## src/rtl/genius_seq_engine.sv

```systemverilog
// Simon-style sequence engine: grows an LFSR-derived sequence each round, replays it, then checks presses with a per-press timeout.
// Start -> ADD next cycle, LEDs from the cycle after; a press updates state one cycle later; no backpressure (pulse inputs).
module genius_seq_engine #(
  parameter int          N_CH          = 4,
  parameter int          DEPTH         = 16,
  parameter int          SHOW_TICKS    = 2,
  parameter int          GAP_TICKS     = 1,
  parameter int          TIMEOUT_TICKS = 5,
  parameter logic [15:0] SEED          = 16'hACE1,
  localparam int         CW            = $clog2(N_CH),
  localparam int         RW            = $clog2(DEPTH) + 1
) (
  input  logic            clk_i,
  input  logic            r_i,
  input  logic            start_i,
  input  logic            tick_i,
  input  logic [N_CH-1:0] btn_i,
  input  logic [RW-1:0]   goal_i,
  output logic [N_CH-1:0] leds_o,
  output logic [RW-1:0]   round_o,
  output logic [3:0]      time_o,
  output logic            busy_o,
  output logic            win_o,
  output logic            lose_o
);

  localparam int IW   = RW - 1;
  localparam int MAXT = (SHOW_TICKS > GAP_TICKS) ? SHOW_TICKS : GAP_TICKS;
  localparam int TW   = $clog2(MAXT + 1);

  typedef enum logic [2:0] {
    S_IDLE, S_ADD, S_SHOW_ON, S_SHOW_OFF, S_INPUT, S_WIN, S_LOSE
  } state_t;

  state_t          state_q, state_d;
  logic [15:0]     lfsr_q;
  logic [CW-1:0]   mem [DEPTH];
  logic [RW-1:0]   round_q, goal_q, goal_clamp;
  logic [IW-1:0]   idx_q;
  logic [TW-1:0]   cnt_q;
  logic [3:0]      timer_q;
  logic [CW-1:0]   cur_item;
  logic [N_CH-1:0] cur_oh;
  logic            press, correct, last, show_done, gap_done, timeout;

  assign cur_item  = mem[idx_q];
  assign cur_oh    = {{(N_CH-1){1'b0}}, 1'b1} << cur_item;
  assign press     = |btn_i;
  assign correct   = (btn_i == cur_oh);
  assign last      = ({1'b0, idx_q} == (round_q - RW'(1)));
  assign show_done = tick_i && (cnt_q == TW'(SHOW_TICKS - 1));
  assign gap_done  = tick_i && (cnt_q == TW'(GAP_TICKS - 1));
  assign timeout   = tick_i && !press && (timer_q == 4'd1);

  // Goal is clamped so the round counter can never index past the memory.
  always_comb begin
    goal_clamp = goal_i;
    if (goal_i == '0)
      goal_clamp = RW'(1);
    else if (goal_i > RW'(DEPTH))
      goal_clamp = RW'(DEPTH);
  end

  always_ff @(posedge clk_i or negedge r_i) begin
    if (!r_i)
      state_q <= S_IDLE;
    else
      state_q <= state_d;
  end

  always_comb begin
    state_d = state_q;
    case (state_q)
      S_IDLE, S_WIN, S_LOSE: if (start_i) state_d = S_ADD;
      S_ADD:                 state_d = S_SHOW_ON;
      S_SHOW_ON:             if (show_done) state_d = S_SHOW_OFF;
      S_SHOW_OFF:            if (gap_done) state_d = last ? S_INPUT : S_SHOW_ON;
      S_INPUT: begin
        if (press) begin
          if (!correct)
            state_d = S_LOSE;
          else if (last)
            state_d = (round_q == goal_q) ? S_WIN : S_ADD;
        end else if (timeout) begin
          state_d = S_LOSE;
        end
      end
      default:               state_d = S_IDLE;
    endcase
  end

  always_ff @(posedge clk_i or negedge r_i) begin
    if (!r_i) begin
      lfsr_q  <= SEED;
      round_q <= '0;
      goal_q  <= '0;
      idx_q   <= '0;
      cnt_q   <= '0;
      timer_q <= '0;
    end else begin
      lfsr_q <= {lfsr_q[14:0], lfsr_q[15] ^ lfsr_q[13] ^ lfsr_q[12] ^ lfsr_q[10]};
      case (state_q)
        S_IDLE, S_WIN, S_LOSE: begin
          if (start_i) begin
            round_q <= '0;
            goal_q  <= goal_clamp;
          end
        end
        S_ADD: begin
          round_q <= round_q + RW'(1);
          idx_q   <= '0;
          cnt_q   <= '0;
        end
        S_SHOW_ON: begin
          if (tick_i) cnt_q <= show_done ? '0 : cnt_q + TW'(1);
        end
        S_SHOW_OFF: begin
          if (gap_done) begin
            cnt_q <= '0;
            if (last) begin
              idx_q   <= '0;
              timer_q <= 4'(TIMEOUT_TICKS);
            end else begin
              idx_q <= idx_q + IW'(1);
            end
          end else if (tick_i) begin
            cnt_q <= cnt_q + TW'(1);
          end
        end
        S_INPUT: begin
          // A press in the same cycle as a tick takes priority and reloads.
          if (press) begin
            if (correct) begin
              timer_q <= 4'(TIMEOUT_TICKS);
              if (!last) idx_q <= idx_q + IW'(1);
            end
          end else if (tick_i) begin
            timer_q <= timer_q - 4'd1;
          end
        end
        default: ;
      endcase
    end
  end

  always_ff @(posedge clk_i) begin
    if (state_q == S_ADD)
      mem[round_q[IW-1:0]] <= lfsr_q[CW-1:0];
  end

  always_comb begin
    leds_o  = '0;
    round_o = round_q;
    time_o  = '0;
    busy_o  = 1'b0;
    win_o   = 1'b0;
    lose_o  = 1'b0;
    case (state_q)
      S_IDLE:     round_o = '0;
      S_ADD:      busy_o  = 1'b1;
      S_SHOW_ON: begin
        busy_o = 1'b1;
        leds_o = cur_oh;
      end
      S_SHOW_OFF: busy_o  = 1'b1;
      S_INPUT: begin
        busy_o = 1'b1;
        time_o = timer_q;
      end
      S_WIN:      win_o   = 1'b1;
      S_LOSE:     lose_o  = 1'b1;
      default:    round_o = '0;
    endcase
  end

endmodule

```

## config.mk

```make
export PLATFORM = sky130hd
export DESIGN_NAME = genius_seq_engine
export DESIGN_NICKNAME = d
export VERILOG_FILES = /design/src/rtl/genius_seq_engine.sv
export SDC_FILE = /design/constraint.sdc
export NUM_CORES = 1
export LEC_CHECK = 0
export CORE_MARGIN = 2
export CORE_UTILIZATION = 35
export DETAILED_ROUTE_END_ITERATION = 12
export MAX_ROUTING_LAYER = met4
export SLEW_MARGIN = 25
export SYNTH_ARGS = -nofsm -noshare
export SYNTH_HDL_FRONTEND = slang
export SYNTH_SLANG_ARGS = --single-unit
export TNS_END_PERCENT = 20
```

## constraint.sdc

```tcl
create_clock -name clk_i -period 5.9 [get_ports clk_i]
set_input_delay 0.885 -clock clk_i [delete_from_list [all_inputs] [get_ports clk_i]]
set_output_delay 0.885 -clock clk_i [all_outputs]
set_load 0.02 [all_outputs]
```

## Yosys cells after proc, flatten, opt, wreduce, memory -nomap -nowiden

Memories as Yosys holds them, arrays and structs flattened.
Cells that the tools add are included.

| word-level totals | value |
|---|---|
| bits in latches | 0 |
| bits in read-only memories | 0 |
| memories | 1 |
| RAM bits | 32 |
| output and inout bits | 16 |
| logic and storage cells | 103 |
| input bits | 13 |
| register bits | 39 |

Memories:

| memory | depth | width | read ports | clocked after Yosys merged registers in | wr ports | RTL line | RTL |
|---|---|---|---|---|---|---|---|
| mem | 16 | 2 | 1 | 0 | 1 | 37 | `logic [CW-1:0] mem [DEPTH];` |

| operators by class | value |
|---|---|
| reductions and logical operators | 22 |
| shifts and indexed selects | 1 |
| divide/modulo/power cells | 0 |
| multiply operators | 0 |
| eq/ne operators | 24 |
| order comparisons | 1 |
| bitwise operators | 3 |
| add/subtract/negate cells | 5 |
| mux-type cells | 39 |

Operators with widths:

| cell | number |
|---|---|
| $mux 4 | 12 |
| $mux 3 | 9 |
| $mux 5 | 4 |
| $ne 2x2->1 const B | 8 |
| $pmux 3 s5 | 1 |
| $reduce_and 5->1 | 3 |
| $ne 3x3->1 const B | 4 |
| $pmux 4 s3 | 1 |
| $pmux 5 s2 | 1 |
| $eq 3x3->1 const B | 3 |
| $mux 2 | 4 |
| $pmux 4 s2 | 1 |
| $reduce_or 4->1 | 2 |
| $eq 3x2->1 const B | 2 |
| $pmux 2 s3 | 1 |
| $reduce_bool 3->1 | 2 |
| $reduce_or 6->1 | 1 |
| $add 5x1->5 const B | 1 |
| $eq 4x5->1 | 1 |
| $eq 5x5->1 | 1 |
| $gt 5x5->1 const B | 1 |
| $logic_not 5->1 | 1 |
| $mux 1 | 5 |
| $sub 5x1->5 const B | 1 |
| 18 further kinds | 25 |

## Depth between registers and ports, before layout

Gate-level depths: netlist of run 1.

| depth | value |
|---|---|
| depth after elaboration | 7 |
| mapped depth | 9 |
| mapped depth without buffers | 9 |

## Least setup slack after synthesis of run 1

OpenSTA, ideal clock, no wires.

| timing path | value |
|---|---|
| path type | reg2out |
| start | reg idx_q[0] |
| end | out leds_o[0] |
| cell stages (with the launch flop) | 7 |
| arrival time | 1.778 ns |
| setup slack | 3.237 ns |
| path through | dfrtp_1 -> buf_6 -> mux4_2 -> mux2i_1 -> mux2_2 -> nand2_1 -> nor2_1 |

| between the ends | value |
|---|---|
| cells in the longest elaborated chain, start to end | 3 |

Ends and longest elaborated chain:

| what | RTL line | RTL |
|---|---|---|
| start, declared | 39 | `logic [IW-1:0] idx_q;` |
| start signal, assigned | 124 | `idx_q <= idx_q + IW'(1);` |
| start signal, assigned | 135 | `if (!last) idx_q <= idx_q + IW'(1);` |
| $mem_v2 16x2 | n/a |  |
| $shl 1x2->4 | 47 | `assign cur_oh = {{(N_CH-1){1'b0}}, 1'b1} << cur_item;` |
| $mux 4 | 158 | `case (state_q)` |
| end, declared | 19 | `output logic [N_CH-1:0] leds_o,` |

Every way passes these cells.

## Final worst setup path of run 1

Ends and elaborated chain as after synthesis.

==> results.txt, run 1 <==
Critical Setup Path Class -> reg2out
Chip Height -> 105 um
Worst Tran Pin Value -> 0.881 ns
Commonest non-fill, non-tap cells in the layout -> 32 x edfxtp_1, 31 x dfrtp_1, 28 x nor2_1
DR iter-0 viols -> 126
Setup repair bufs after CTS -> 0
Max Clk Rate -> 259 MHz
Buf/Inv on CP -> 1
Critical Path Sink Type -> primary output
Die Area -> 11100 um^2
Hpwl dp -> 5190 um
Critical Path AT -> 2.97 ns
CTS tree -> yes
Vias in the first global route -> 2363
Num CTS Buffers -> 9
R2R Setup Slk -> 2.64 ns
Logic pwr share -> 33.2%
Most common cell after layout, fill and taps aside -> edfxtp_1
Total of max-cap violations -> 0
Worst VDD drop -> 0.160 mV
Routability cong. -> 0.817
CTS Hold Buffers Added -> 0
Met2 Resource Use GR -> 19.8%
Routed WL per cell -> 15.0 um
Critical path cell sequence -> mux4_1 > mux2i_1 > mux2_2 > nand2_1 > nor2_1 > clkdlybuf4s50_1
Die W -> 105 um
Power Total -> 1.62 mW
Post-Route WL -> 7260 um
M1 GR Usage -> 19.5%
Syn_nets -> 336
Yosys warning count -> 0
Largest fanout on the critical path -> 13
Row count -> 37
Pleak -> 1.60 nW
Core Region -> 10100 um^2
Synthesized area -> 3600 um^2
Period minus WS final -> 3.85 ns
Clock-pin slew on the worst setup and hold paths -> 0.08 ns
Grt ovf -> 0
Max Root-Sink Buffers -> 2
Clk Latency, worst-skew pair -> 0.35 ns
Via count -> 2444
Gr busiest metal -> met2
Cell count after synthesis -> 314
Fin util -> 41.4%
Vias per inst -> 5.05
Max incr delay on CP -> 0.75 ns
Skew final -> 0.0137 ns
Async SR Flop Fraction -> 54.9%
P&R area growth vs syn -> 16.6%
Post-CTS sizing -> 0
Worst path required time -> 5.02 ns
Pre-Repair DR Iteration Count -> 4
Number of port buffers -> 28
Fin. max-slew vios -> 0
Clk sinks -> 71
# diodes -> 0
Final hold violation count -> 0
Status -> completed
Ys flop type -> edfxtp_1
Number of synthesized flops with an enable pin -> 32
Internal cell power -> 1.04 mW
Share of total power in the clock network -> 24.1%
Worst slew margin -> 41.3%
Worst path slowest cell -> dfrtp_1
Power per cell area -> 387 nW/um^2
Final period util -> 65.3%
First-pass GRT wire length -> 11900 um
Startpoint types -> flip-flop
Flops & latches, synth -> 71
Largest net degree at the start of global routing -> 40
Initial antenna violation count -> 0
Net Sw Power -> 0.584 mW
DRC violations left -> 0
Met3 usage -> 3.22%
Total GRT Usage -> 14.1%
Unique masters post-synth -> 54
IO Pins -> 29
Starting Density -> 35.5%
Layout net count -> 365
Register share of total power -> 42.7%
Final TNS setup -> 0 ns
Seq/Total Area, Yosys -> 54.1%
# setup viols final -> 0
Net Sw Frac -> 36.0%
Hold WC Path Type -> reg2reg
CP delay by family, top -> multiplexers
Root buffer cell -> clkbuf_8
RSZ-0062 raised after global routing -> no
Layout cell share with drive strength beyond 1 -> 11.2%
Post-route ant nets -> 0
Syn Area/Cell -> 11.5 um^2
H-tree depth -> 3
power by group through the flow:
stage               logic (mW)  clock network [mW]  registers [mW]
floorplan                0.462                   0           0.627
global placement         0.531                   0           0.701
detailed placement       0.540                   0           0.706
CTS                      0.543               0.397           0.695
global route             0.600               0.415           0.711
finish                   0.540               0.391           0.694
per-layer routing:
layer	vias to the layer above	part of all wire (%)
li1	1190	-
met1	1192	49
met2	52	45
met3	10	4.6
met4	0	1.8
met5	-	0
final cells by class:
cell class	instances	area [um^2]
inverter	12	45.0
fill	970	5940
multi-input combinational	221	1560
tap	136	170
timing repair buffer	28	275
clock buffer	11	141
clock inverter	5	57.6
sequential	71	1950
flip-flops by register name, summed over array words and instances (netlist names):
signal	cells
cnt_q	2
goal_q	5
idx_q	4
lfsr_q	16
mem	32
round_q	5
state_q	3
timer_q	4
synthesized netlist by cell type, types with 2 or more instances:
library cell  number  area share (%)
a211o_1            3            0.73
a211oi_1           2            0.42
a21oi_1           16             2.2
a31oi_1            3            0.52
and2_1            21             3.6
and3_1             3            0.52
clkbuf_1           7            0.73
dfrtp_1           31              22
dfstp_2            8             5.8
edfxtp_1          32              27
ha_1               9             3.1
inv_1             11             1.1
mux2_2             5             1.6
mux2i_1            7             1.9
mux4_1             2             1.5
mux4_2             6             3.8
nand2_1           26             2.7
nand2b_1           7             1.2
nand3_1            9             1.3
nor2_1            28             2.9
nor2b_1            6             1.0
nor3_1             9             1.3
nor3b_1            3            0.63
nor4_1             2            0.35
o211a_1            2            0.56
o21ai_0           10             1.4
o31ai_1            3            0.63
or3_1              3            0.52
xnor2_1            8             1.9
xor2_1             8             1.9
final timing paths:
path                                start    endpoint  cells after the start
worst min-delay path            lfsr_q[8]   lfsr_q[9]                      0
max in group asynchronous             r_i  timer_q[2]                      1
min in group asynchronous             r_i  lfsr_q[12]                      1
worst min register to register  lfsr_q[8]   lfsr_q[9]                      0
worst max register to register   idx_q[0]    idx_q[1]                      7
worst max-delay path             idx_q[0]   leds_o[0]                      6
through the flow:
| step | cell area [um^2] | instances | hold slack [ns] | setup slack (ns) |
|---|---|---|---|---|
| floorplan | 3600 | 314 | 0.331 | 3.24 |
| global placement | 4000 | 468 | 0.335 | 2.45 |
| detailed placement | 4000 | 468 | 0.335 | 2.40 |
| CTS | 4200 | 484 | 0.352 | 2.01 |
| global route | 4200 | 484 | 0.361 | 1.83 |
| finish | 4200 | 484 | 0.350 | 2.05 |
logic make-up after synthesis:
group           share of synthesized area (%)
compound gates                           9.73
buf+inv                                  2.54
flops                                    54.1
xor+xnor                                 3.89
simple gates                             17.5
fa+ha+maj                                3.13
mux                                      9.14
Power figures use the tool's default switching activity.
==> run 2: changes to the inputs <==
clock period = 3.22 ns   (was 5.9 ns; I/O delays follow)
==> run 2 against run 1 <==
  * First-iteration DRC count rose by 13%
  * Die area did not move
  * Non-clock buffer count rose by 4
  * Clock power rose by 89%
  * Critical path depth rose by 1
  * Combinational power rose by 93%
  * Sequential share of layout area fell by 0.72 points
  * Clock skew fell by 0.0056 ns
  * Count of clock-buffer cells in the layout rose by 1
  * Worst hold slack got worse by 0.085 ns
  * Register-to-register slack got worse by 2.3 ns
  * Total power rose by 87%
  * Largest power group unchanged
==> results.txt, run 2 (synthesized netlist as in run 1, its figures left out) <==
Power per cell area -> 712 nW/um^2 (+84%)
Placed cells -> 471 (+0.64%)
Worst Tran Pin Value -> 0.892 ns (+0.0112 ns)
Hpwl dp -> 5280 um (+1.7%)
Largest fanout on the critical path -> 7 (-6)
Clock-pin slew on the worst setup and hold paths -> 0.08 ns (about the same)
Root buffer cell -> clkbuf_8
Status -> completed
Pleak -> 1.68 nW (+5.1%)
Layout cell share with drive strength beyond 1 -> 13.9% (+2.7 points)
Critical Setup Path Class -> reg2out
Critical Path Sink Type -> primary output
Final period util -> 94.2%
Critical path cell sequence -> buf_4 > mux4_2 > mux2i_2 > mux2i_2 > inv_1 > nor2_1 > clkdlybuf4s50_1
Initial antenna violation count -> 0 (unchanged)
Total GRT Usage -> 14.7% (+0.58 points)
Via count -> 2436 (-0.33%)
Largest register FFs -> 32 (unchanged)
Critical Path AT -> 2.55 ns (-0.42 ns)
Final TNS setup -> 0 ns (unchanged)
P&R area growth vs syn -> 18.6%
Final hold violation count -> 0 (unchanged)
Routed WL per cell -> 14.8 um (-1.1%)
Max Root-Sink Buffers -> 2 (unchanged)
CTS tree -> yes
Buf/Inv on CP -> 3 (+2)
Most common cell after layout, fill and taps aside -> edfxtp_1
DRC violations left -> 0 (unchanged)
Commonest non-fill, non-tap cells in the layout -> 32 x edfxtp_1, 29 x dfrtp_1, 28 x nor2_1
DR iter-0 viols -> 142 (+13%)
Hold WC Path Type -> in2async
H-tree depth -> 3 (unchanged)
Clk Latency, worst-skew pair -> 0.34 ns (about the same)
Num CTS Buffers -> 9 (unchanged)
Row count -> 37 (unchanged)
IO Pins -> 29 (unchanged)
Chip Height -> 105 um (unchanged)
FF-to-FF Start -> idx_q[0]
Routability cong. -> 0.814 (-0.46%)
Power Total -> 3.04 mW (+87%)
# setup viols final -> 0 (unchanged)
CP most frequent cell -> mux2i_2
Vias in the first global route -> 2442 (+3.3%)
Period minus WS final -> 3.03 ns
Starting Density -> 35.5% (unchanged)
Total of max-cap violations -> 0 (unchanged)
Clk sinks -> 71 (unchanged)
Skew final -> 0.00810 ns (-0.00562 ns)
# diodes -> 0 (unchanged)
R2R Setup Slk -> 0.33 ns (-2.31 ns)
Number of port buffers -> 28 (unchanged)
Critical R2R Capture -> idx_q[1]
Vias per inst -> 4.99 (-1.1%)
Post-route ant nets -> 0 (unchanged)
First-pass GRT wire length -> 12400 um (+4.8%)
Worst R2R Path Depth -> 7 (unchanged)
Grt ovf -> 0 (unchanged)
Cell Count, Final, Fillers Out -> 488 (+0.83%)
Core Region -> 10100 um^2 (unchanged)
Die W -> 105 um (unchanged)
Design area -> 4270 um^2 (+1.7%)
CTS Hold Buffers Added -> 0 (unchanged)
Placed Area -> 4020 um^2 (+0.56%)
Worst path required time -> 2.74 ns (-2.28 ns)
Pre-Repair DR Iteration Count -> 4 (unchanged)
Worst VDD drop -> 0.298 mV (+86%)
Max Clk Rate -> 330 MHz
Fin. max-slew vios -> 0 (unchanged)
Layout net count -> 369 (+1.1%)
Startpoint types -> flip-flop
Largest net degree at the start of global routing -> 40 (unchanged)
Die Area -> 11100 um^2 (unchanged)
CP delay by family, top -> multiplexers
RSZ-0062 raised after global routing -> no
Post-Route WL -> 7240 um (-0.28%)
Worst path slowest cell -> clkdlybuf4s50_1
Worst slew margin -> 40.5% (-0.75 points)
Max incr delay on CP -> 0.52 ns (-0.23 ns)
run 2: cell types whose count changed in the layout (fill, tap and decap cells not counted), sizes merged, moves of 2 or more:
cell	previous run	this run
buf	1	5
clkdlybuf4s50	27	24
clkinv	4	1
dlymetal6s2s	0	3
inv	12	14
run 2: where the power goes:
group,internal [mW],total (mW),switching (mW)
combinational,0.499,1.04,0.537
clock,0.399,0.739,0.340
sequential,1.05,1.26,0.210
total,1.95,3.04,1.09
run 2: cell type report:
cell class,count,area (um^2)
fillers,960,5870
inverters,12,45.0
well taps,136,170
flip-flops and latches,71,1950
clock inverters,4,31.3
repair buffers,32,313
multi-input cells,221,1570
clock buffers,12,188
run 2: how the worst max path moves through the flow:
stage	startpoint	endpoint	cells after the start
after floorplan	idx_q[0]	idx_q[1]	7
after global placement	idx_q[0]	idx_q[1]	7
after detailed placement	idx_q[0]	idx_q[1]	7
after CTS	idx_q[0]	leds_o[0]	6
after global routing	idx_q[0]	leds_o[3]	7
final	idx_q[0]	leds_o[3]	7
run 2: metrics by stage:
step                setup WS [ns]  hold slack, ns  util, %
floorplan                   0.560           0.187        -
global placement            0.229           0.335     39.7
detailed placement          0.201           0.340     39.7
CTS                        0.0478           0.289     41.8
global route               0.0217           0.323     42.1
finish                      0.188           0.265     42.1
run 2: repair_timing:
action | in CTS | in global routing
resized for setup | 1 | 7
endpoints found under the setup margin | 4 | 4
buffers inserted | 0 | 1
cloned | 0 | 0
run 2: routing by layer:
metal | vias up | part of all wire (%) | routed length, um | GRT usage (%)
li1 | 1201 | - | - | -
met1 | 1182 | 48 | 3510 | 20.5
met2 | 48 | 47 | 3370 | 21.1
met3 | 5 | 4.1 | 295 | 3.65
met4 | 0 | 0.95 | 69 | 4.86
met5 | - | 0 | 0 | -
==> run 3: changes to the inputs <==
ABC_AREA = 1   (was not set)
PLACE_DENSITY = 0.64   (was not set)
==> run 3 against run 2 <==
  * Worst hold slack gained 0.0023 ns
  * Die area hardly changed
  * Synthesized cell count is 33% higher
  * First-iteration DRC count is 25% higher
  * Synthesized area about the same
  * Cell area decreased by 1.2%
  * Fmax is 2.3% higher
  * Non-clock buffer count did not move
  * Largest cell class unchanged
  * Largest power group is now combinational logic
==> results.txt, run 3 <==
Status -> completed
Worst VDD drop -> 0.350 mV (+18%)
Period minus WS final -> 2.96 ns (-0.0684 ns)
Core Region -> 10100 um^2 (unchanged)
Largest register FFs -> 32 (unchanged)
Layout net count -> 474 (+28%)
Critical Path Sink Type -> primary output
Startpoint types -> flip-flop
Ranking of synthesized cells by area -> edfxtp_1 27%, dfrtp_1 22%, nand2_1 13%
CTS tree -> yes
Seq/Total Area, Yosys -> 54.0% (about the same)
Top-area cell type share of the netlist area -> 26.7% (about the same)
Max Clk Rate -> 337 MHz (+2.3%)
Critical Setup Path Class -> reg2out
Buf/Inv on CP -> 2 (-1)
Clock-pin slew on the worst setup and hold paths -> 0.07 ns (about the same)
RSZ-0062 raised after global routing -> no
Post-route ant nets -> 0 (unchanged)
Routed WL per cell -> 13.0 um (-13%)
Placed Area -> 4030 um^2 (+0.19%)
Synthesized area -> 3600 um^2 (about the same)
Initial antenna violation count -> 0 (unchanged)
Unique masters post-synth -> 38 (-30%)
CP delay by family, top -> buffers and inverters
Fin util -> 41.6% (-0.49 points)
Ys flop type -> edfxtp_1
Worst path slowest cell -> clkdlybuf4s50_1
Fill count -> 1015 (+5.7%)
Critical path cell sequence -> inv_1 > nor2_1 > or3b_2 > o21ai_1 > nor2_1 > clkdlybuf4s50_1
Max Root-Sink Buffers -> 2 (unchanged)
Syn_nets -> 439 (+31%)
DRC violations left -> 0 (unchanged)
Number of port buffers -> 28 (unchanged)
Largest net degree at the start of global routing -> 40 (unchanged)
Vias per inst -> 4.55 (-8.8%)
CP most frequent cell -> nor2_1
Clk Latency, worst-skew pair -> 0.35 ns (about the same)
Grt ovf -> 0 (unchanged)
P&R area growth vs syn -> 17.2%
Largest fanout on the critical path -> 5 (-2)
Num CTS Buffers -> 9 (unchanged)
Syn Area/Cell -> 8.64 um^2 (-25%)
Worst Tran Pin Value -> 0.908 ns (+0.0156 ns)
Flops & latches, synth -> 71 (unchanged)
Die Area -> 11100 um^2 (about the same)
Routability cong. -> 0.835 (+2.6%)
Final period util -> 92.0% (-2.1 points)
Total of max-cap violations -> 0 (unchanged)
IO Pins -> 29 (unchanged)
Worst slew margin -> 39.5% (-1.0 points)
Number of synthesized flops with an enable pin -> 32 (unchanged)
Fin Hold WS -> 0.268 ns (+0.00233 ns)
Cell count after synthesis -> 417 (+33%)
Hpwl dp -> 5580 um (+5.6%)
Chip Height -> 105 um (about the same)
Total GRT Usage -> 15.8% (+1.1 points)
Async SR Flop Fraction -> 54.9% (unchanged)
# diodes -> 0 (unchanged)
Final hold violation count -> 0 (unchanged)
Post-Route WL -> 7680 um (+6.0%)
Worst path required time -> 2.74 ns (about the same)
Clk sinks -> 71 (unchanged)
Top cells by count, synth -> 127 x nand2_1, 51 x inv_1, 46 x nor2_1
Pre-Repair DR Iteration Count -> 4 (unchanged)
Yosys warning count -> 0 (unchanged)
Hold WC Path Type -> in2async
Fin. max-slew vios -> 0 (unchanged)
Vias in the first global route -> 2819 (+15%)
DR iter-0 viols -> 178 (+25%)
H-tree depth -> 3 (unchanged)
Row count -> 37 (unchanged)
# setup viols final -> 0 (unchanged)
CTS Hold Buffers Added -> 0 (unchanged)
Count leader, synth -> nand2_1
Max incr delay on CP -> 0.56 ns (+0.04 ns)
Via count -> 2696 (+11%)
Critical Path AT -> 2.48 ns (-0.07 ns)
Starting Density -> 35.5% (about the same)
Setup repair bufs after CTS -> 0 (unchanged)
Layout cell share with drive strength beyond 1 -> 9.65% (-4.3 points)
Root buffer cell -> clkbuf_8
Die W -> 105 um (about the same)
First-pass GRT wire length -> 13300 um (+7.0%)
Design area -> 4220 um^2 (-1.2%)
Skew final -> 0.00670 ns (-0.00140 ns)
Commonest non-fill, non-tap cells in the layout -> 127 x nand2_1, 51 x inv_1, 46 x nor2_1
Pleak -> 1.91 nW (+14%)
Post-CTS sizing -> 0 (-1)
Most common cell after layout, fill and taps aside -> nand2_1
Final TNS setup -> 0 ns (unchanged)
Yosys top cell by area -> edfxtp_1
Power per cell area -> 709 nW/um^2 (-0.31%)
-- run 3: worst paths after layout --
check                           start         end  slack, ns  cells past startpoint
min in group clk_i          lfsr_q[4]   lfsr_q[5]       0.36                      0
min                               r_i  timer_q[1]       0.27                      1
min reg2reg                 lfsr_q[4]   lfsr_q[5]       0.36                      0
max in group asynchronous         r_i   lfsr_q[8]       2.39                      1
max                        state_q[2]  round_o[2]       0.26                      6
max reg2reg                round_q[0]  timer_q[1]       0.80                     12
-- run 3: worst reg2reg max path, delay by kind of cell (launching register included) --
family	cells	cell delay (ns)
and+or+nand+nor	6	0.63
DFF	1	0.46
AOI/OAI and AO/OA	2	0.42
adders and majority gates	1	0.36
buffers and inverters	2	0.29
xor gates and xnor gates	1	0.16
-- run 3: final cells by class --
class	count	area, um^2	share of cell area (%)
repair buffers	32	305	7.23
clock inverters	3	45.0	1.07
multi-input cells	280	1390	32.9
clock buffers	12	145	3.44
well taps	136	170	4.03
inverters	58	218	5.16
flip-flops and latches	71	1950	46.1
-- run 3: per-layer routing --
metal  vias to the layer above  track usage, %  share of wire [%]  wire (um)
li1                       1396               -                  -          -
met1                      1232            20.4                 47       3640
met2                        54            23.9                 47       3610
met3                        14            3.53                3.3        254
met4                         0            6.95                2.2        170
met5                         -               -                  0          0
-- run 3: logic make-up after synthesis --
group,after synthesis,synth area share (%)
AO/OA/AOI/OAI,27,4.83
XOR/XNOR,14,3.40
flip-flops,71,54.0
adder cells (fa/ha/maj),9,3.13
AND/OR/NAND/NOR,230,27.2
buffers and inverters,66,7.36
-- run 3: metrics by stage --
stage / setup WS [ns] / std cells / power, mW
final: 0.257 / 592 / 2.99
after global routing: 0.0874 / 592 / 3.25
after CTS: 0.0306 / 592 / 3.03
after detailed placement: 0.442 / 577 / 2.33
after global placement: 0.559 / 577 / 2.29
after floorplan: 0.996 / 417 / 1.99
-- run 3: power by group --
part	internal [mW]	total (mW)	switching, mW
Sequential	1.05	1.14	0.0871
Combinational	0.416	1.17	0.757
Clock	0.375	0.687	0.312
